## src/rtl/telem_frame_tx_if.sv

```systemverilog
// Sample handshake between the measurement core and telem_frame_tx.
// master: producer drives sample_in/sample_valid and observes sample_ready.
// slave: transmitter consumes samples and drives sample_ready.
interface telem_frame_tx_if;
  logic [7:0] sample_in;
  logic       sample_valid;
  logic       sample_ready;

  modport master (output sample_in, output sample_valid, input sample_ready);
  modport slave  (input sample_in, input sample_valid, output sample_ready);
endinterface

```

## src/rtl/telem_frame_tx.sv

```systemverilog
// Purpose: buffers 8-bit samples and sends framed UART bytes: sync 0xA5, length, FRAME_LEN samples, checksum.
// Latency: SYNC start bit on tx one cycle after fifo_count reaches FRAME_LEN; each byte is 10*CLK_DIV cycles (11*CLK_DIV with parity).
// Backpressure: sample_ready = (count < FIFO_DEPTH), based only on count, so it stays low when full even if a pop lands the same cycle.
// Ports: clk, rst (async, active-high), ena (gates new frame starts), samples (slave: sample_in/sample_valid/sample_ready),
//        tx (serial out, idle high), busy, frame_done (pulse on last checksum stop cycle), fifo_count.
// Option: define TELEM_PARITY_EN to insert an even-parity bit between BIT7 and STOP.
module telem_frame_tx #(
  parameter int CLK_DIV    = 16,
  parameter int FRAME_LEN  = 4,
  parameter int FIFO_DEPTH = 8
) (
  input  logic             clk,
  input  logic             rst,
  input  logic             ena,
  telem_frame_tx_if.slave  samples,
  output logic             tx,
  output logic             busy,
  output logic             frame_done,
  output logic [3:0]       fifo_count
);

  localparam int PW = $clog2(FIFO_DEPTH);
  localparam int CW = PW + 1;
  localparam int DW = $clog2(CLK_DIV);

  localparam logic [7:0] SYNC_BYTE = 8'hA5;
  localparam logic [3:0] LEN4      = 4'(FRAME_LEN);
  localparam logic [7:0] LEN_BYTE  = {4'h0, LEN4};

  // Bit index within a byte: 0 = start, 1..8 = data LSB first, then parity (optional), then stop.
`ifdef TELEM_PARITY_EN
  localparam logic [3:0] PAR_IDX  = 4'd9;
  localparam logic [3:0] STOP_IDX = 4'd10;
`else
  localparam logic [3:0] STOP_IDX = 4'd9;
`endif

  typedef enum logic [2:0] {F_IDLE, F_SYNC, F_LEN, F_DATA, F_CSUM} frame_state_t;

  // Sample FIFO
  logic [7:0]    mem [FIFO_DEPTH];
  logic [PW-1:0] wr_ptr, rd_ptr;
  logic [CW-1:0] count;
  logic          push, pop;

  // Frame and byte engine
  frame_state_t  state, state_nxt;
  logic [3:0]    bit_cnt;
  logic [DW-1:0] div_cnt;
  logic [7:0]    shreg;
  logic [7:0]    acc;
  logic [3:0]    data_cnt;
  logic          load;
  logic [7:0]    byte_nxt;
  logic          bit_end, byte_end, start_ok;
  logic [2:0]    bit_sel;

  assign samples.sample_ready = (count < CW'(FIFO_DEPTH));
  assign push       = samples.sample_valid && samples.sample_ready;
  assign fifo_count = 4'(count);

  assign bit_end  = (div_cnt == DW'(CLK_DIV - 1));
  assign byte_end = bit_end && (bit_cnt == STOP_IDX);
  assign start_ok = ena && (count >= CW'(FRAME_LEN));
  assign bit_sel  = bit_cnt[2:0] - 3'd1;  // bit_cnt 1..8 maps to data bit 0..7

  always_ff @(posedge clk) begin
    if (push) mem[wr_ptr] <= samples.sample_in;
  end

  always_ff @(posedge clk or posedge rst) begin
    if (rst) begin
      wr_ptr <= '0;
      rd_ptr <= '0;
      count  <= '0;
    end else begin
      if (push) wr_ptr <= wr_ptr + 1'b1;
      if (pop)  rd_ptr <= rd_ptr + 1'b1;
      case ({push, pop})
        2'b10:   count <= count + 1'b1;
        2'b01:   count <= count - 1'b1;
        default: count <= count;
      endcase
    end
  end

  always_ff @(posedge clk or posedge rst) begin
    if (rst) state <= F_IDLE;
    else     state <= state_nxt;
  end

  // Every byte boundary reloads the byte engine with the next byte; frames chain
  // directly from CSUM into SYNC so no idle bit appears between them.
  always_comb begin
    state_nxt = state;
    load      = 1'b0;
    pop       = 1'b0;
    byte_nxt  = 8'h00;
    case (state)
      F_IDLE: begin
        if (start_ok) begin
          state_nxt = F_SYNC;
          load      = 1'b1;
          byte_nxt  = SYNC_BYTE;
        end
      end
      F_SYNC: begin
        if (byte_end) begin
          state_nxt = F_LEN;
          load      = 1'b1;
          byte_nxt  = LEN_BYTE;
        end
      end
      F_LEN: begin
        if (byte_end) begin
          state_nxt = F_DATA;
          load      = 1'b1;
          pop       = 1'b1;
          byte_nxt  = mem[rd_ptr];
        end
      end
      F_DATA: begin
        if (byte_end) begin
          load = 1'b1;
          if (data_cnt == LEN4) begin
            state_nxt = F_CSUM;
            byte_nxt  = 8'h00 - acc;
          end else begin
            pop      = 1'b1;
            byte_nxt = mem[rd_ptr];
          end
        end
      end
      F_CSUM: begin
        if (byte_end) begin
          if (start_ok) begin
            state_nxt = F_SYNC;
            load      = 1'b1;
            byte_nxt  = SYNC_BYTE;
          end else begin
            state_nxt = F_IDLE;
          end
        end
      end
      default: state_nxt = F_IDLE;
    endcase
  end

  always_ff @(posedge clk or posedge rst) begin
    if (rst) begin
      shreg    <= 8'h00;
      bit_cnt  <= 4'd0;
      div_cnt  <= '0;
      acc      <= 8'h00;
      data_cnt <= 4'd0;
    end else begin
      if (load) begin
        shreg   <= byte_nxt;
        bit_cnt <= 4'd0;
        div_cnt <= '0;
      end else if (state != F_IDLE) begin
        if (bit_end) begin
          div_cnt <= '0;
          bit_cnt <= bit_cnt + 4'd1;
        end else begin
          div_cnt <= div_cnt + 1'b1;
        end
      end
      // Checksum covers LEN and data; it is seeded when LEN is loaded and
      // accumulates each sample as it leaves the FIFO.
      if (load && state_nxt == F_LEN) begin
        acc      <= LEN_BYTE;
        data_cnt <= 4'd0;
      end else if (pop) begin
        acc      <= acc + mem[rd_ptr];
        data_cnt <= data_cnt + 4'd1;
      end
    end
  end

  assign busy       = (state != F_IDLE);
  assign frame_done = (state == F_CSUM) && byte_end;

  // tx decodes registered state only, so reset drives it high asynchronously.
  always_comb begin
    tx = 1'b1;
    if (state != F_IDLE) begin
      if (bit_cnt == 4'd0) begin
        tx = 1'b0;
      end else if (bit_cnt <= 4'd8) begin
        tx = shreg[bit_sel];
`ifdef TELEM_PARITY_EN
      end else if (bit_cnt == PAR_IDX) begin
        tx = ^shreg;
`endif
      end
    end
  end

endmodule

```

## src/flat_wrapper.sv

```systemverilog
// flat-port wrapper written by rule: the top's interface ports become plain ports
module telem_frame_tx_flat 
#(
  parameter int CLK_DIV    = 16,
  parameter int FRAME_LEN  = 4,
  parameter int FIFO_DEPTH = 8
)
  (clk, rst, ena, tx, busy, frame_done, fifo_count, samples_sample_in, samples_sample_valid, samples_sample_ready);
  telem_frame_tx_if samples_i ();
  input  logic clk;
  input  logic rst;
  input  logic ena;
  output logic tx;
  output logic busy;
  output logic frame_done;
  output logic [3:0] fifo_count;
  input wire logic [$bits(samples_i.sample_in)-1:0] samples_sample_in;
  input wire logic [$bits(samples_i.sample_valid)-1:0] samples_sample_valid;
  output wire logic [$bits(samples_i.sample_ready)-1:0] samples_sample_ready;
  assign samples_i.sample_in = samples_sample_in;
  assign samples_i.sample_valid = samples_sample_valid;
  assign samples_sample_ready = samples_i.sample_ready;
  telem_frame_tx #(.CLK_DIV(CLK_DIV), .FRAME_LEN(FRAME_LEN), .FIFO_DEPTH(FIFO_DEPTH)) u_core (.clk(clk), .rst(rst), .ena(ena), .samples(samples_i), .tx(tx), .busy(busy), .frame_done(frame_done), .fifo_count(fifo_count));
endmodule
```

## config.mk

```make
export PLATFORM = sky130hd
export DESIGN_NAME = telem_frame_tx_flat
export DESIGN_NICKNAME = d
export VERILOG_FILES = /design/src/rtl/telem_frame_tx_if.sv /design/src/rtl/telem_frame_tx.sv /design/src/flat_wrapper.sv
export SDC_FILE = /design/constraint.sdc
export NUM_CORES = 1
export LEC_CHECK = 0
export ABC_AREA = 0
export BUFFER_PORTS_ARGS = -buffer_cell sky130_fd_sc_hd__buf_2
export CAP_MARGIN = 25
export CORE_MARGIN = 8
export CORE_UTILIZATION = 55
export DETAILED_ROUTE_END_ITERATION = 8
export GPL_TIMING_DRIVEN = 1
export PLACE_DENSITY = 0.84
export SYNTH_ARGS = -nofsm -noshare
export SYNTH_HDL_FRONTEND = slang
export SYNTH_SLANG_ARGS = --single-unit
```

## constraint.sdc

```tcl
create_clock -name clk -period 3.2 [get_ports clk]
set_clock_uncertainty 0.1 [all_clocks]
set_input_delay 0.64 -clock clk [delete_from_list [all_inputs] [get_ports clk]]
set_output_delay 0.64 -clock clk [all_outputs]
set_load 0.005 [all_outputs]
```

After elaboration in Yosys (flattened, before gate mapping)
Memories as Yosys holds them, arrays and structs flattened.
Cells that the tools add are included.
{"block": "totals", "output_inout_bits": 8, "ramBits": 64, "elab_cells": 88, "mem_count": 1, "reg_bits": 41}
{"memory": "u_core.mem", "words": 8, "word_bits": 8, "rd": 1, "rd_ports_with_merged_regs": 0, "write_ports": 1, "line": "telem_frame_tx.sv:41", "text": "logic [7:0] mem [FIFO_DEPTH];"}
{"block": "op_classes", "reduce_logical": 14, "n_eq_ne": 10, "n_mux": 40, "add_sub_neg": 10, "magnitude_cmp": 4}
{"cell": "2-to-1 mux 8 bit", "n": 7}
{"cell": "case mux 8 bit (5 select lines)", "n": 1}
{"cell": "2-to-1 mux 4 bit", "n": 8}
{"cell": "2-to-1 mux 3 bit", "n": 7}
{"cell": "adder 4 x 1 -> 4 bit, second input constant", "n": 4}
{"cell": "case mux 3 bit (5 select lines)", "n": 1}
{"cell": "2-to-1 mux 1 bit", "n": 12}
{"cell": "== test 3 x 2 -> 1 bit, second input constant", "n": 3}
{"cell": "adder 8 bit", "n": 1}
{"cell": "== test 4 bit, second input constant", "n": 2}
{"cell": "case mux 4 bit (2 select lines)", "n": 1}
{"cell": "nonzero test 2 bit", "n": 4}
{"cell": "subtractor 1 x 8 -> 8 bit, first input constant", "n": 1}
{"cell": "adder 3 x 1 -> 3 bit, second input constant", "n": 2}
{"cell": "logical AND 1 bit", "n": 5}
{"cell": "== test 4 x 3 -> 1 bit, second input constant", "n": 1}
{"cell": "greater-or-equal comparator 4 x 3 -> 1 bit, second input constant", "n": 1}
{"cell": "<= comparator 4 bit, second input constant", "n": 1}
{"cell": "logical NOT 4 bit", "n": 1}
{"cell": "< comparator 3 x 4 -> 1 bit, second input constant", "n": 1}
{"cell": "< comparator 4 bit, second input constant", "n": 1}
{"cell": "subtractor 4 x 1 -> 4 bit, second input constant", "n": 1}
{"cell": "binary-select mux 1 bit (select 3 bit)", "n": 1}
{"cell": "== test 3 x 1 -> 1 bit, second input constant", "n": 1}
{"cell": "10 further kinds", "n": 10}

Logic depth before layout (Yosys ltp)
{"block": "logic_depth", "depth_word": 8, "mapped_depth": 14, "mapped_depth_nobuf": 13}

Worst setup path after synthesis
OpenSTA, ideal clock, no wires.
{"block": "synth_timing", "path_type": "register to register", "startpoint": "reg u_core.rd_ptr[1]", "endpoint": "reg u_core.acc[7]", "path_buffers": 2, "path_slack_ns": -0.134, "arrival_ns": 3.106, "stages_incl_launch_ff": 12, "setup_time_ns": 0.128, "path_cell_list": "dfrtp_1 -> clkbuf_1 -> buf_1 -> mux4_2 -> mux2_2 -> ha_1 -> a21oi_1 -> nor2b_1 -> a311o_1 -> a31oi_1 -> mux2i_1 -> mux2_1"}
{"block": "synth_between", "elab_chain_cells": 4}
{"element": "start, declared", "line": "telem_frame_tx.sv:42", "text": "logic [PW-1:0] wr_ptr, rd_ptr;"}
{"element": "start signal, assigned", "line": "telem_frame_tx.sv:78", "text": "if (pop) rd_ptr <= rd_ptr + 1'b1;"}
{"element": "memory (8 x 8 bit)"}
{"element": "adder 8 bit", "line": "telem_frame_tx.sv:175", "text": "acc <= acc + mem[rd_ptr];"}
{"element": "2-to-1 mux 8 bit", "line": "telem_frame_tx.sv:174", "text": "end else if (pop) begin"}
{"element": "2-to-1 mux 8 bit", "line": "telem_frame_tx.sv:171", "text": "if (load && state_nxt == F_LEN) begin"}
{"element": "end signal, assigned", "line": "telem_frame_tx.sv:175"}
{"element": "end, declared", "line": "telem_frame_tx.sv:51", "text": "logic [7:0] acc;"}
No other way between the ends. The select of a mux whose other input is x is not followed.
A chain may end at the register's enable or synchronous reset.

Final worst setup path
{"block": "layout_timing", "startpoint": "reg u_core.rd_ptr[0]", "endpoint": "reg u_core.acc[6]"}
The elaborated chain is that of the path after synthesis.

==> results by group <==
Outcome
  • Status: finished clean

Synthesis
  • Synth Area in Adders: under 10%
  • Synth Flop Type: edfxtp_1
  • Register area share after synthesis: around three fifths
  • Distinct cells, synth: 47
  • Mapped Nets: 399
  • Post-synth ARST share: 39.0%
  • Post-synthesis cell area: slightly below 5000 um^2
  • Synth top area share: 38.9%
  • FF+latch count, synth: 105
  • Synth Area in Compound Gates: under 10%
  • Post-synthesis mux area share: between 10% and 20%
  • Synth warn: 0
  • EDFF count, synth: 64
  • Synth area leaders: edfxtp_1 39%, dfrtp_1 21%, mux4_2 5.0%
  • Main combinational cell family by area after synthesis: multiplexers
  • Count leader, synth: edfxtp_1
  • Post-Syn Area per Cell: between 10 and 15 um^2
  • Post-Synth Simple-Gate Area: 9.88%
  • Largest area contributor in the netlist: edfxtp_1
  • Xor and xnor fraction of the mapped netlist area: about 5%
  • Synth cell count leaders: 64 x edfxtp_1, 41 x dfrtp_1, 36 x nand2_1
  • Mapped Cells: roughly 370

Route
  • Residual DRC: 0
  • Vias per cell: around 5.8
  • DR WL/cell: roughly 18 um
  • TritonRoute pass-1 iters: 4
  • Detailed-route wire length: between 9 and 10 mm
  • Post-route ant nets: 0
  • Starting DRT DRC Count: between 150 and 200
  • Vias: ~3,000

Global routing
  • Total grt overflow: 0
  • Busiest metal layer after global routing: met2
  • Antenna violations before repair: 0
  • First-pass GRT wire length: approximately 15 mm
  • GRT Overall Usage: between 15 and 20%
  • Met2 Usage GRT: roughly a quarter
  • Vias in the first global route: just over 3,000
  • Met1 usage: between 20% and 30%
  • Pin count of the biggest net entering global routing: 42
  • Grt met3 use: between 4 and 5%

Floorplanning
  • Die Height: ~110 um
  • I/O pins: 20
  • Die Wd: ~110 um
  • Initial Utilization: roughly 57%
  • Core Box Area: around 8700 um^2
  • Die ar.: between 10,000 and 15,000 um^2
  • Row cnt: 34

Worst setup path
  • Worst R2R Start: u_core.rd_ptr[0]
  • FF-to-FF path depth: 11
  • Crit Path Category: reg2reg
  • Worst Path Arrival: roughly 3300 ps
  • WP data required: 3340 ps
  • CP max FO: 7
  • R2R Setup Slk: ~75 ps
  • Startpoint types: register
  • Worst setup EP type: register
  • Worst r2r dst: u_core.acc[6]

Finish
  • Fin cells: ~520
  • Area growth syn-to-layout: 12.0%
  • Fillers: 597
  • Nets: 440
  • Share of layout cells above drive strength 1: a little over a fifth
  • Final antenna diode count: 0

Placed design
  • Placer Congestion: 0.936
  • Dpl hpwl: roughly 6.6 mm
  • Port buffer count: 19
  • Cells after DPL: roughly 500

STA
  • TNS Setup: 0 ps
  • Final Hold Fails: 0
  • Final period utilization: roughly 98%
  • Slew margin rel.: around 44%
  • Fin. max-slew vios: 0
  • Transition time of the tightest slew-check pin: between 800 and 900 ps
  • Setup-failing EPs final: 0
  • Unrepaired setup endpoints after global routing: yes
  • Fmax: approximately 320 MHz
  • Crit path time final: ~3100 ps

Clocking
  • TritonCTS Buffers: 9
  • Clk sink count: between 100 and 150
  • Clk root buf: clkbuf_8
  • CTS tree: yes
  • Worst-path clk slew: between 100 and 150 ps
  • CTS Hold Bufs: 0
  • CTS HTree Levels: 3
  • Clk_lat worst skew: about 380 ps
  • Clock buffer depth: 2

Run
  • Max-cap violation count: 0

Power and ir drop
  • Cell area power density: slightly above 400 nW/um^2
  • Pleak: between 2 and 2.5 nW
  • Peak supply drop: between 0.3 and 0.4 mV

Worst hold path
  • Worst Hold Class: in2async
-- where the power goes --
group	internal, mW	switching [mW]
sequential	1.44	0.00221
combinational	0.00788	0.0230
clock	0.307	0.498
-- cell type report --
type                       count  area [um^2]  share of cell area (%)
timing repair buffer          41          280                    5.07
tap                          108          135                    2.44
multi-input combinational    232         1900                    34.4
sequential                   105         2950                    53.3
clock inverter                 7         70.1                    1.27
clock buffer                   9          124                    2.24
inverter                      19         71.3                    1.29
-- registers in the layout, summed over array words and instances, names as in the netlist --
| register | flops |
|---|---|
| u_core.state | 3 |
| u_core.mem | 64 |
| u_core.shreg | 8 |
| u_core.fifo_count | 4 |
| u_core.div_cnt | 4 |
| u_core.rd_ptr | 3 |
| u_core.acc | 8 |
| u_core.wr_ptr | 3 |
| u_core.data_cnt | 4 |
| u_core.bit_cnt | 4 |
-- timing repair --
action / CTS / global route
endpoints found under the hold margin: 0 / 0
endpoints found under the setup margin: 1 / 3
setup buffers: 0 / 2
gates resized for setup: 1 / 9
pin swaps: 0 / 2
-- metrics by stage --
| stage | util [%] | instance area [um^2] | setup slack, ps | power (mW) | hold WS, ps |
|---|---|---|---|---|---|
| global route | 63.4 | 5530 | -54.3 | 2.35 | 312 |
| floorplan | - | 4950 | 31.0 | 1.48 | 361 |
| global placement | 60.5 | 5270 | 63.2 | 1.50 | 379 |
| finish | 63.4 | 5530 | 74.5 | 2.28 | 268 |
| CTS | 62.7 | 5470 | 1.61 | 2.30 | 269 |
| detailed placement | 60.5 | 5270 | 13.7 | 1.50 | 393 |
-- how the worst max path moves through the flow --
stage | to | startpoint | depth (start not counted) | slack, ps
final | u_core.acc[6] | u_core.rd_ptr[0] | 11 | 70
after global routing | u_core.acc[7] | u_core.rd_ptr[0] | 10 | -50
after CTS | u_core.acc[7] | u_core.rd_ptr[0] | 9 | 2
after detailed placement | u_core.acc[7] | u_core.rd_ptr[0] | 10 | 10
after global placement | u_core.acc[7] | u_core.rd_ptr[0] | 10 | 60
after floorplan | u_core.acc[7] | u_core.rd_ptr[0] | 11 | 30
-- cells in the final DEF, fill, tap and decap left out, types with 3 or more instances in the layout --
cell type / count
nand3_1: 5
nand2b_1: 3
ha_1: 16
dfrtp_1: 40
xor2_1: 11
inv_1: 19
nand4_1: 3
o21ai_0: 9
buf_2: 19
inv_6: 3
a22oi_1: 5
mux4_2: 11
mux2_2: 8
clkbuf_8: 9
a21oi_1: 16
edfxtp_1: 64
nand2_1: 36
nor2b_1: 6
mux4_1: 7
a221oi_1: 3
nor2_1: 32
buf_4: 19
xnor2_1: 17
mux2i_1: 3
nor3_1: 10
-- cells by family after synthesis --
| group | after synthesis |
|---|---|
| and+or+nand+nor | 106 |
| xor gates and xnor gates | 28 |
| AOI/OAI and AO/OA | 45 |
| adders and majority gates | 21 |
| DFF | 105 |
| buffers and inverters | 30 |
| muxes | 32 |
-- routing by layer --
| metal | wire length (um) | vias up |
|---|---|---|
| met4 | 93 | 0 |
| li1 | - | 1424 |
| met5 | 0 | - |
| met1 | 4170 | 1489 |
| met2 | 4600 | 93 |
| met3 | 560 | 7 |
-- critical path: stages, from the launching register on --
cell and delay [ps]:
dfrtp_1 400, buf_6 160, mux4_1 560, mux2_2 300, ha_2 200, fa_2 370, a21o_1 170, a21oi_1 220
o21ai_0 190, xor2_1 180, nand2_1 90, a21oi_1 50
Note: power is estimated with default switching activity, not from simulation.
